$ cat src/rtl/aes_pkg.sv
`default_nettype none
// ============================================================================
//  Module      : aes_pkg
//  Description : Shared AES constants, key-schedule state type, round
//                constants and the FIPS-197 S-box lookup function.
//  Revision    : 1.0 - initial release
// ============================================================================
package aes_pkg;

    localparam int AES_NR    = 10;
    localparam int AES_KEY_W = 128;

    typedef enum logic [0:0] {
        IDLE   = 1'b0,
        EXPAND = 1'b1
    } state_t;

    localparam logic [7:0] RCON [1:10] = '{
        8'h01, 8'h02, 8'h04, 8'h08, 8'h10,
        8'h20, 8'h40, 8'h80, 8'h1b, 8'h36
    };

    // Entry 0x00 sits in the top byte; entry 0xff in the bottom byte.
    localparam logic [2047:0] SBOX_TABLE = {
        128'h637c777bf26b6fc53001672bfed7ab76,
        128'hca82c97dfa5947f0add4a2af9ca472c0,
        128'hb7fd9326363ff7cc34a5e5f171d83115,
        128'h04c723c31896059a071280e2eb27b275,
        128'h09832c1a1b6e5aa0523bd6b329e32f84,
        128'h53d100ed20fcb15b6acbbe394a4c58cf,
        128'hd0efaafb434d338545f9027f503c9fa8,
        128'h51a3408f929d38f5bcb6da2110fff3d2,
        128'hcd0c13ec5f974417c4a77e3d645d1973,
        128'h60814fdc222a908846eeb814de5e0bdb,
        128'he0323a0a4906245cc2d3ac629195e479,
        128'he7c8376d8dd54ea96c56f4ea657aae08,
        128'hba78252e1ca6b4c6e8dd741f4bbd8b8a,
        128'h703eb5664803f60e613557b986c11d9e,
        128'he1f8981169d98e949b1e87e9ce5528df,
        128'h8ca1890dbfe6426841992d0fb054bb16
    };

    // Byte b lives at bits [8*(255-b)+7 -: 8], i.e. index {~b, 3'b111}.
    function automatic logic [7:0] aes_sbox_f(input logic [7:0] b);
        logic [10:0] idx;
        idx = {~b, 3'b111};
        return SBOX_TABLE[idx -: 8];
    endfunction

endpackage
`default_nettype wire

$ cat src/rtl/aes_sbox.sv
`default_nettype none
// ============================================================================
//  Module      : aes_sbox
//  Description : 8-bit combinational AES forward S-box (FIPS-197).
//  Revision    : 1.0 - initial release
// ============================================================================
module aes_sbox
    import aes_pkg::*;
(
    input  logic [7:0] i_byte,
    output logic [7:0] o_byte
);

    // Pure table lookup shared with the encrypt core through the package.
    assign o_byte = aes_sbox_f(i_byte);

endmodule
`default_nettype wire

$ cat src/rtl/aes_key_schedule.sv
`default_nettype none
// ============================================================================
//  Module      : aes_key_schedule
//  Description : Iterative AES-128 key expansion, one round key per clock,
//                with a round-key register file, combinational read port and
//                a per-round valid bitmap.
//  Revision    : 1.0 - initial release
// ============================================================================
module aes_key_schedule
    import aes_pkg::*;
(
    input  logic                 clk,
    input  logic                 reset_n,
    input  logic [AES_KEY_W-1:0] key,
    input  logic                 key_load,
    input  logic [3:0]           round_idx,
    output logic [AES_KEY_W-1:0] round_key,
    output logic [AES_NR:0]      round_valid,
    output logic                 busy,
    output logic                 ready
);

    state_t               r_state;
    state_t               w_state_next;
    logic [3:0]           r_cnt;
    logic [AES_KEY_W-1:0] r_rk [0:AES_NR];
    logic [AES_NR:0]      r_valid;

    logic [AES_KEY_W-1:0] w_prev;
    logic [AES_KEY_W-1:0] w_next;
    logic [7:0]           w_rc;
    logic [31:0]          w_rot;
    logic [31:0]          w_sub;
    logic [31:0]          w_t;
    logic [31:0]          w_q0, w_q1, w_q2, w_q3;

    // State register.
    always_ff @(posedge clk or negedge reset_n) begin
        if (!reset_n) begin
            r_state <= IDLE;
        end else begin
            r_state <= w_state_next;
        end
    end

    // Next-state: a load always (re)starts expansion; round 10 ends it.
    always_comb begin
        w_state_next = r_state;
        if (key_load) begin
            w_state_next = EXPAND;
        end else if (r_state == EXPAND && r_cnt == 4'(AES_NR)) begin
            w_state_next = IDLE;
        end
    end

    // Outputs: ready is simply "every round key valid".
    always_comb begin
        busy        = (r_state == EXPAND);
        ready       = &r_valid;
        round_valid = r_valid;
    end

    // Select the previous round key and round constant for the current step.
    always_comb begin
        w_prev = '0;
        w_rc   = '0;
        for (int i = 1; i <= AES_NR; i++) begin
            if (r_cnt == 4'(i)) begin
                w_prev = r_rk[i-1];
                w_rc   = RCON[i];
            end
        end
    end

    assign w_rot = {w_prev[23:0], w_prev[31:24]};

    generate
        for (genvar g = 0; g < 4; g++) begin : g_sbox
            aes_sbox u_sbox (
                .i_byte (w_rot[8*g +: 8]),
                .o_byte (w_sub[8*g +: 8])
            );
        end
    endgenerate

    // Round function: word chain driven by SubWord(RotWord(p3)) ^ Rcon.
    always_comb begin
        w_t    = w_sub ^ {w_rc, 24'h0};
        w_q0   = w_prev[127:96] ^ w_t;
        w_q1   = w_prev[95:64]  ^ w_q0;
        w_q2   = w_prev[63:32]  ^ w_q1;
        w_q3   = w_prev[31:0]   ^ w_q2;
        w_next = {w_q0, w_q1, w_q2, w_q3};
    end

    // Register file, round counter and valid bitmap.
    always_ff @(posedge clk or negedge reset_n) begin
        if (!reset_n) begin
            r_cnt   <= '0;
            r_valid <= '0;
            for (int i = 0; i <= AES_NR; i++) begin
                r_rk[i] <= '0;
            end
        end else if (key_load) begin
            r_rk[0] <= key;
            r_valid <= (AES_NR+1)'(1);
            r_cnt   <= 4'd1;
        end else if (r_state == EXPAND) begin
            for (int i = 1; i <= AES_NR; i++) begin
                if (r_cnt == 4'(i)) begin
                    r_rk[i]    <= w_next;
                    r_valid[i] <= 1'b1;
                end
            end
            r_cnt <= (r_cnt == 4'(AES_NR)) ? 4'd0 : r_cnt + 4'd1;
        end
    end

    // Combinational read port; indices past round 10 read as zero.
    always_comb begin
        round_key = '0;
        for (int i = 0; i <= AES_NR; i++) begin
            if (round_idx == 4'(i)) begin
                round_key = r_rk[i];
            end
        end
    end

endmodule
`default_nettype wire

$ cat config.mk
export PLATFORM = sky130hd
export DESIGN_NAME = aes_key_schedule
export DESIGN_NICKNAME = d
export VERILOG_FILES = /design/src/rtl/aes_pkg.sv /design/src/rtl/aes_sbox.sv /design/src/rtl/aes_key_schedule.sv
export SDC_FILE = /design/constraint.sdc
export NUM_CORES = 2
export LEC_CHECK = 0
export ABC_CLOCK_PERIOD_IN_PS = 6600
export BUFFER_PORTS_ARGS = -buffer_cell sky130_fd_sc_hd__buf_2
export CAP_MARGIN = 10
export CELL_PAD_IN_SITES_DETAIL_PLACEMENT = 1
export CELL_PAD_IN_SITES_GLOBAL_PLACEMENT = 2
export CORE_MARGIN = 2
export CORE_UTILIZATION = 39
export CTS_CLUSTER_DIAMETER = 50
export DETAILED_ROUTE_END_ITERATION = 8
export GPL_ROUTABILITY_DRIVEN = 0
export PLACE_DENSITY_LB_ADDON = 0.1
export SYNTH_ARGS = -nofsm -noshare
export SYNTH_HDL_FRONTEND = slang
export SYNTH_SLANG_ARGS = --single-unit
export TNS_END_PERCENT = 20
$ cat constraint.sdc
create_clock -name clk -period 6.6 [get_ports clk]
set_clock_uncertainty 0.05 [all_clocks]
set_input_delay 1.32 -clock clk [delete_from_list [all_inputs] [get_ports clk]]
set_output_delay 1.32 -clock clk [all_outputs]
set_load 0.01 [all_outputs]
==> results.toml <==
[drt]
first_pass_iters = 9
wl_per_cell_um = 35.18
finalWirelength_um = 467000
vias_per_cell = 6.828
vias = 90630
ant_nets = 0
drtIter0Drc = 12490
drc_errors = 12

[synth]
synth_seq_cells = 1424
synth_top_area_share_pct = 41.70
synth-async-reset-ratio_pct = 100.0
yosysTopAreaCell = "dfrtp_1"
synth_nets = 10350
yosys_most_used_dff = "dfrtp_1"
ys_warn_count = 0
yosysUniqueCellTypes = 124
synth.top_cells.by_area = "dfrtp_1, o21ai_0, nand2_1"
yosysMostFrequentCell = "nand2_1"
seq_area_frac_synth_pct = 41.70
synth_edf_count = 0
synth_area_um2 = 85450
yosys-top-cells-count = "nand2_1, o21ai_0, dfrtp_1"
netlist_instances = 10160
postSynthAreaPerCell_um2 = 8.413

[worst_setup_path]
cp-endpoint = "r_rk[172]"
slowest_stage = "xnor2_1"
critPathLaunchType = "register"
startpoint = "r_cnt[3]"
cp.arrival_ns = 7.31
worstPathCellList = "buf_4, nor2_4, o2111ai_1, a221o_1, a31o_2, inv_2, buf_4, ha_1, buf_4, a31oi_1, buf_4, o311ai_0, o211ai_1, a221oi_1, a311oi_4, xnor2_1, xnor2_2, buf_4, o21ai_0"
setup.worst_path.end_class = "register"
crit_family = "compound AO/OA/AOI/OAI gates"
crit_fanout = 27
path_class = "register to register"
cp_num_buf_inv = 6
r2r_cells = 19
crit_cells = 19
r2r_end = "r_rk[172]"
r2r_slack_ns = 0.02
crit_path_frequent_cell = "buf_4"
rr_startpoint = "r_cnt[3]"
max_stage_delay_ns = 0.75
worstPathRequired_ns = 7.34

[global_routing]
track_usage_pct = 40.93
grt_max_degree = 155
first_global_vias = 90720
grt_pass1_wl_um = 670300
antenna_found_initial = 22
grt.overflow.total = 0

[job]
cap_viol_max_count = 0

[die]
die-area_um2 = 222900
coreArea_um2 = 217400
start_util_pct = 39.31
rows = 171
die_w_um = 472.1
die_h_um = 472.1
pin_count = 276

[clock_network]
ctsLongestPathBuffers = 3
cts_buffers = 195
cts_tree = "built"
ctsRootBufferMaster = "clkbuf_16"
clock_sinks = 1424
clk_latency_ns = 0.89
path_clk_slew_ns = 0.06
htree_levels = 4

[layout]
fillers = 25200
layout-drive-gt1-share_pct = 15.64
nets = 10440
final_util_pct = 45.76
syn2layout_area_growth_pct = 16.41

[run_status]
status = "finished with violations"
violations = "design-rule violations"

[timing]
period_share_pct = 99.64
worst_pin_slew_ns = 1.416
setup-tns-final_ns = 0
setup_viol = 0
max_freq_ghz = 0.1521
max_slew_margin_pct = 5.599
rsz0062_at_grt = "yes"
hold_ws_ns = 0.3588
min_period_ns = 6.576
slew_violations = 0
finalHoldViolations = 0

[placed_design]
place_hpwl_um = 306800
placement.io_buffers = 275

[power_and_ir_drop]
vdd_ir_drop_max_v = 0.0003460
p_total_uw = 55500
powerDensity_nw_per_um2 = 557.9
leakage_uw = 0.04170

[hold_path]
worst_hold_path_type = "input pin to asynchronous set/reset pin"
## state kept, by name, summed over array words and instances, names as in the netlist
name / count
busy: 1
r_rk: 1408
r_cnt: 4
round_valid: 11
## area by class of cell
| cell class | instances | area (µm²) | area share, % |
|---|---|---|---|
| inverter | 62 | 242.7 | 0.2440 |
| sequential | 1424 | 35640 | 35.83 |
| multi-input combinational | 7649 | 45940 | 46.19 |
| tap | 2854 | 3571 | 3.590 |
| timing repair buffer | 918 | 7211 | 7.249 |
| clock buffer | 251 | 5350 | 5.379 |
| clock inverter | 110 | 1493 | 1.501 |
| antenna | 6 | 15.01 | 0.01509 |
## layer usage
| layer | track usage [%] | share of wire, % |
|---|---|---|
| met5 | 0 | 0.041 |
| met3 | 11.41 | 11 |
| met2 | 59.53 | 42 |
| met4 | 24.78 | 7.1 |
| met1 | 53.90 | 40 |
## worst reg2reg max path, stage by stage (launching register included)
cell and delay (ns):
dfrtp_2 0.54, buf_4 0.31, nor2_4 0.22, o2111ai_1 0.20
a221o_1 0.34, a31o_2 0.32, inv_2 0.14, buf_4 0.39
ha_1 0.29, buf_4 0.20, a31oi_1 0.12, buf_4 0.26
o311ai_0 0.69, o211ai_1 0.22, a221oi_1 0.48, a311oi_4 0.18
xnor2_1 0.76, xnor2_2 0.35, buf_4 0.28, o21ai_0 0.18
## where the power goes
group | total, µW | leakage, µW | switching [µW] | internal, µW
sequential | 15000 | 0.0184 | 2990 | 12000
combinational | 29200 | 0.0200 | 20400 | 8890
clock | 11200 | 0.00334 | 4550 | 6700
total | 55500 | 0.0417 | 27900 | 27600
## worst min path at each step
stage	to	slack (ns)	cells after the start	startpoint
4_1_cts	r_rk[782]	0.37	1	reset_n
5_1_grt	r_rk[274]	0.38	1	reset_n
3_5_place_dp	r_rk[48]	0.42	2	r_rk[48]
6_report	r_rk[274]	0.36	1	reset_n
3_3_place_gp	r_rk[67]	0.41	2	r_rk[67]
2_1_floorplan	r_rk[100]	0.40	2	r_rk[100]
## through the flow
step	worst slack [ns]	std cells	instance area [µm²]
floorplan	1.490	10160	85450
global placement	-0.4619	12900	92300
detailed placement	-0.2285	12900	92310
CTS	0.05169	13260	99210
global route	-0.01635	13270	99460
finish	0.02402	13270	99470
## layout by cell type (no fill, tap or decap), drive strengths merged, types with 50 or more instances in the layout
cell type / count
o21ai: 1741
nand2: 1711
dfrtp: 1424
buf: 916
nor2: 633
a21oi: 546
a22oi: 496
clkbuf: 253
mux2i: 206
a31oi: 192
nand3: 174
a211oi: 163
mux2: 153
xnor2: 148
nor3: 140
o211ai: 133
a222oi: 112
a221oi: 106
inv: 83
o22ai: 67
nand4: 60
ha: 56
clkinv: 55
o221ai: 51
o311ai: 50
## what timing repair did
action	CTS	global route
pin swaps	0	1
resized for setup	8	27
hold buffers	0	0
setup buffers	0	3
hold endpoints to repair	0	0
endpoints found under the setup margin	41	274
## cells by family (layout without fill, tap and decap cells)
logic type,after synthesis,after routing,synth area share (%)
AOI/OAI and AO/OA,4113,4113,30.66
adders and majority gates,56,56,0.8200
and+or+nand+nor,2924,2924,14.43
xor gates and xnor gates,193,193,2.394
other,0,6,0
muxes,363,363,4.553
DFF,1424,1424,41.70
buffers and inverters,1084,1341,5.438
Power figures use the tool's default switching activity.
